**config.mk**
```make
export PLATFORM = sky130hd
export DESIGN_NAME = serial_round_key_gen
export DESIGN_NICKNAME = d
export VERILOG_FILES = /design/src/rtl/swan_pkg.sv /design/src/rtl/key_seg_update.sv /design/src/rtl/serial_round_key_gen.sv
export SDC_FILE = /design/constraint.sdc
export NUM_CORES = 1
export LEC_CHECK = 0
export CAP_MARGIN = 20
export CORE_ASPECT_RATIO = 1.2
export CORE_UTILIZATION = 35
export CTS_BUF_LIST = sky130_fd_sc_hd__clkbuf_4 sky130_fd_sc_hd__clkbuf_8 sky130_fd_sc_hd__clkbuf_16
export CTS_CLUSTER_SIZE = 30
export DETAILED_ROUTE_END_ITERATION = 10
export PLACE_DENSITY_LB_ADDON = 0.25
export SETUP_SLACK_MARGIN = 0.1
export SYNTH_ARGS = -nofsm -noshare
export SYNTH_HDL_FRONTEND = slang
export SYNTH_SLANG_ARGS = --single-unit
export TNS_END_PERCENT = 100
```
**constraint.sdc**
```tcl
create_clock -name clk -period 5.15 [get_ports clk]
set_clock_uncertainty 0.1 [all_clocks]
set_input_delay 1.03 -clock clk [delete_from_list [all_inputs] [get_ports clk]]
set_output_delay 1.03 -clock clk [all_outputs]
set_load 0.05 [all_outputs]
```
**src/rtl/swan_pkg.sv**
```systemverilog
// Shared constants and state encoding for the SWAN256 serial key schedule.
// Anything that must agree between the schedule stages lives here.
package swan_pkg;

    localparam int BLOCK_SIZE = 256;
    localparam int SIDE_SIZE  = BLOCK_SIZE / 2;
    localparam int KEY_SIZE   = 512;
    localparam int ROUNDS     = 64;
    localparam int KR         = 3;
    localparam int CNT_W      = $clog2(ROUNDS);
    localparam int RC_W       = 8;

    localparam logic [CNT_W-1:0] LAST_CNT = CNT_W'(ROUNDS - 1);

    typedef enum logic [1:0] {
        IDLE = 2'd0,
        RUN  = 2'd1,
        DONE = 2'd2
    } state_t;

endpackage

```
**src/rtl/key_seg_update.sv**
```systemverilog
// Retiring-segment transform: rotate toward index 0 by ROT, then XOR the
// round constant into the low-order (highest-index) bits. Purely combinational.
module key_seg_update #(
    parameter int W       = 128,
    parameter int ROT     = 3,
    parameter int RC_BITS = 8
) (
    input  logic [0:W-1]         i_seg,
    input  logic [RC_BITS-1:0]   i_rc,
    output logic [0:W-1]         o_seg
);

    localparam int R = ROT % W;

    logic [0:W-1] w_rot;

    generate
        if (R == 0) begin : g_no_rot
            assign w_rot = i_seg;
        end else begin : g_rot
            // Bits at indices R.. move to the head; the first R bits wrap to the tail.
            assign w_rot = {i_seg[R:W-1], i_seg[0:R-1]};
        end
    endgenerate

    assign o_seg = w_rot ^ {{(W - RC_BITS){1'b0}}, i_rc};

endmodule

```
**src/rtl/serial_round_key_gen.sv**
```systemverilog
// Serial SWAN256 key schedule: emits one SIDE_SIZE-bit round key per accepted
// handshake from a shifting KEY_SIZE-bit key register, ROUNDS keys per load.
module serial_round_key_gen
    import swan_pkg::*;
(
    input  logic                 clk,
    input  logic                 rst,
    input  logic                 start,
    input  logic [0:KEY_SIZE-1]  key_in,
    output logic [0:SIDE_SIZE-1] rk,
    output logic                 rk_valid,
    input  logic                 rk_ready,
    output logic [CNT_W-1:0]     rk_round,
    output logic                 busy,
    output logic                 done,
    output state_t               dbg_state
);

    // Handshake: a round key transfers on a rising edge where rk_valid && rk_ready.
    // rk_valid comes only from registered state, never from rk_ready; while
    // rk_ready is low, rk and rk_round hold for as long as the stall lasts.

    state_t               r_state;
    state_t               w_state_nxt;
    logic [0:KEY_SIZE-1]  r_key;
    logic [CNT_W-1:0]     r_cnt;
    logic [CNT_W:0]       w_cnt_inc;
    logic [RC_W-1:0]      w_rc;
    logic [0:SIDE_SIZE-1] w_seg_new;
    logic                 w_load;
    logic                 w_advance;
    logic                 w_last;

    // One extra bit on the increment so cnt+1 never wraps before it feeds rc.
    assign w_cnt_inc = {1'b0, r_cnt} + (CNT_W + 1)'(1);
    assign w_rc      = RC_W'(w_cnt_inc);
    assign w_load    = (r_state == IDLE) && start;
    assign w_advance = (r_state == RUN) && rk_ready;
    assign w_last    = (r_cnt == LAST_CNT);

    key_seg_update #(
        .W       (SIDE_SIZE),
        .ROT     (KR),
        .RC_BITS (RC_W)
    ) u_seg_update (
        .i_seg (r_key[0:SIDE_SIZE-1]),
        .i_rc  (w_rc),
        .o_seg (w_seg_new)
    );

    always_comb begin
        w_state_nxt = r_state;
        rk_valid    = 1'b0;
        busy        = 1'b0;
        done        = 1'b0;
        case (r_state)
            IDLE: begin
                if (start) begin
                    w_state_nxt = RUN;
                end
            end
            RUN: begin
                rk_valid = 1'b1;
                busy     = 1'b1;
                if (rk_ready && w_last) begin
                    w_state_nxt = DONE;
                end
            end
            DONE: begin
                done        = 1'b1;
                w_state_nxt = IDLE;
            end
            default: begin
                w_state_nxt = IDLE;
            end
        endcase
    end

    always_ff @(posedge clk) begin
        if (rst) begin
            r_state <= IDLE;
        end else begin
            r_state <= w_state_nxt;
        end
    end

    always_ff @(posedge clk) begin
        if (rst) begin
            r_key <= '0;
            r_cnt <= '0;
        end else if (w_load) begin
            r_key <= key_in;
            r_cnt <= '0;
        end else if (w_advance) begin
            // Retire the head segment to the tail after transforming it.
            r_key <= {r_key[SIDE_SIZE:KEY_SIZE-1], w_seg_new};
            if (!w_last) begin
                r_cnt <= w_cnt_inc[CNT_W-1:0];
            end
        end
    end

    assign rk        = r_key[0:SIDE_SIZE-1];
    assign rk_round  = r_cnt;
    assign dbg_state = r_state;

endmodule

```
==> results.sh <==
export IMPL_status="finished, final reports clean"
export IMPL_yosysMostFrequentCell="nand2_1"
export IMPL_synth_cell_types=35
export IMPL_cts_setup_buffers=0
export IMPL_cts_max_level=2
export IMPL_drt_first_pass_iters=7
export IMPL_cts_resized=0
export IMPL_fmax_mhz=298
export IMPL_cts_tree="yes"
export IMPL_synth_area_leaders="dfxtp_1 (45%), a311oi_1 (19%), nand2_1 (16%), nor2_1 (8.3%), buf_4 (4.6%)"
export IMPL_vias=22134
export IMPL_tightestPinTransition_ps=773
export IMPL_setup_worst_path_class="reg -> out"
export IMPL_worst_ep_required_time_ps=4020
export IMPL_die_w_um=238
export IMPL_synth_mux_area_share_pct=0.0429
export IMPL_dpl_cell_count=4204
export IMPL_p_sw_uw=3270
export IMPL_fin_nets=3885
export IMPL_io_pins=655
export IMPL_grt_max_degree=183
export IMPL_clock_latency_ps=600
export IMPL_relSlewSlack_pct=48.5
export IMPL_avgSynthCellArea_sq_um=7.70
export IMPL_clk_pin_slew_ps=60
export IMPL_post_layout_nonfiller_instances=4311
export IMPL_p_comb_share_pct=20.4
export IMPL_p_leak_uw=0.0112
export IMPL_switching_share_pct=29.4
export IMPL_netlist_area_sq_mm=0.0233
export IMPL_die_h_um=285
export IMPL_grt_first_pass_wirelength_mm=119
export IMPL_drive_above_1_share_pct=4.28
export IMPL_internal_power_uw=7830
export IMPL_synth_largest_area_cell="dfxtp_1"
export IMPL_period_minus_slack_ps=3350
export IMPL_nFillCells=6572
export IMPL_initialDrtViolationCount=1363
export IMPL_initial_utilization_pct=35.4
export IMPL_p_clk_share_pct=37.5
export IMPL_core_area_sq_mm=0.0659
export IMPL_syn_instance_count=3031
export IMPL_synth_top_family_by_area="simple AND/OR/NAND/NOR gates"
export IMPL_synth_simple_area_share_pct=25.1
export IMPL_pwr_density_cell_mw_per_mm2=357
export IMPL_synth_warnings=0
export IMPL_gp_congestion=0.865
export IMPL_grt_use_met2_pct=37.8
export IMPL_grtUsageMet3_pct=5.21
export IMPL_drt_total_wl_mm=78.3
export IMPL_hpwl_mm=54.5
export IMPL_die_area_sq_mm=0.0677
export IMPL_hold_viol_final=0
export IMPL_synth_seq_cells=520
export IMPL_cts_sinks=520
export IMPL_synth_xor_area_share_pct=0.472
export IMPL_rsz0062_at_grt="false"
export IMPL_worstHoldPathType="reg -> reg"
export IMPL_peakVddDrop_mv=0.257
export IMPL_drv_cap=0
export IMPL_syn_to_final_growth_pct=33.2
export IMPL_cts_hold_buf=0
export IMPL_rrSetupSlack_ps=2550
export IMPL_synth_seq_area_share_pct=44.6
export IMPL_vias_per_cell=5.13
export IMPL_syn_nets=3548
export IMPL_busiest_layer="met2"
export IMPL_synth_fa_ha_area_share_pct=0.0536
export IMPL_endpoint_kind="output pin"
export IMPL_rows=103
export IMPL_synth_edf_count=0
export IMPL_netlist_area_leader_share_pct=44.6
export IMPL_worst_path_max_fanout=8
export IMPL_async_reset_ff_share_pct=0
export IMPL_setup_tns_ps=0
export IMPL_startpoint_type="flop"
export IMPL_fin_crit_sh_pct=65.1
export IMPL_finalSetupViolCount=0
export IMPL_grt_usage_pct=22.0
export IMPL_ant_nets=0
export IMPL_cts_root_buf="clkbuf_16"
export IMPL_gr_total_overflow=0
export IMPL_clock_path_buffers=3
export IMPL_slew_violations=0
export IMPL_seq_power_share_pct=42.2
export IMPL_drc=0
export IMPL_port_buffers=654
export IMPL_met1_usage_pct=27.3
export IMPL_wl_per_cell_um=18.2
export IMPL_arrival_ps=2220
export IMPL_synth_flop_cell="dfxtp_1"
export IMPL_antenna_found_initial=13
export IMPL_grt_pass1_vias=20781
export IMPL_cts_buffers=54
export IMPL_synth_compound_area_share_pct=19.7
export IMPL_synthTopCellsByCount="nand2_1 (1,020), dfxtp_1 (520), nor2_1 (513), a311oi_1 (507), buf_2 (183)"
[layout by cell type, fill, tap and decap left out, types with 9 or more instances in the layout]
| master | Yosys | final |
|---|---|---|
| buf_12 | 0 | 13 |
| a21oi_1 | 11 | 11 |
| clkinv_2 | 0 | 9 |
| nand2_1 | 1020 | 1020 |
| clkbuf_4 | 0 | 14 |
| dfxtp_1 | 520 | 520 |
| clkdlybuf4s50_1 | 0 | 653 |
| clkbuf_8 | 0 | 12 |
| buf_4 | 143 | 28 |
| clkbuf_16 | 0 | 55 |
| a311oi_1 | 507 | 507 |
| nor2_1 | 513 | 513 |
[layout make-up]
cell class                      instances  area, sq um  area share (%)
Multi-Input combinational cell       2095        10600            34.1
Inverter                                1         3.75          0.0121
Sequential cell                       520        10400            33.5
Tap cell                              892         1120            3.59
Clock inverter                         19          251           0.809
Timing Repair Buffer                  696         7030            22.6
Antenna cell                            7         17.5          0.0564
Clock buffer                           81         1650            5.30
[per-stage QoR]
stage | hold slack [ps] | util (%) | setup slack [ps] | total power, uW | cell area (sq um)
2_1_floorplan | 332 | - | 2140 | 6250 | 23300
3_3_place_gp | 343 | 44.3 | 1680 | 7000 | 29200
3_5_place_dp | 348 | 44.3 | 1620 | 7030 | 29200
4_1_cts | 356 | 47.2 | 1680 | 11200 | 31100
5_1_grt | 378 | 47.2 | 1660 | 11600 | 31100
6_report | 355 | 47.2 | 1800 | 11100 | 31100
[cells by family (layout without fill, tap and decap cells)]
group                    count (synthesis)  in the layout
multiplexers                             1              1
AND/OR/NAND/NOR                       1551           1551
flip-flops                             520            520
AO/OA/AOI/OAI                          531            531
other                                    0              7
XOR/XNOR                                11             11
buffers and inverters                  416            797
adder cells (fa/ha/maj)                  1              1
[flip-flops by register name, summed over array words and instances (netlist names)]
signal,cells
dbg_state,2
r_key,512
rk_round,6
[worst paths after layout]
kind | depth (start not counted) | startpoint | end
worst max-delay path | 2 | dbg_state[1] | done
worst min-delay path | 2 | r_key[510] | r_key[510]
worst max register to register | 4 | dbg_state[1] | r_key[417]
worst min register to register | 2 | r_key[510] | r_key[510]
[power by group through the flow]
stage	Combinational (uW)	Clock, uW	Sequential [uW]
2_1_floorplan	1570	0	4690
3_3_place_gp	2250	0	4760
3_5_place_dp	2270	0	4760
4_1_cts	2280	4260	4670
5_1_grt	2470	4420	4720
6_report	2260	4160	4680
[routing by layer]
| metal | vias up | routed length [um] | part of all wire [%] |
|---|---|---|---|
| li1 | 11024 | - | - |
| met1 | 10359 | 32600 | 42 |
| met2 | 631 | 38400 | 49 |
| met3 | 112 | 5340 | 6.8 |
| met4 | 8 | 1880 | 2.4 |
| met5 | - | 53 | 0.068 |
[worst max-delay path: stages, from the launching register on]
cell and delay (ps):
dfxtp_1 600, nor2b_1 200, clkdlybuf4s50_1 820
(Power assumes the default switching activity.)
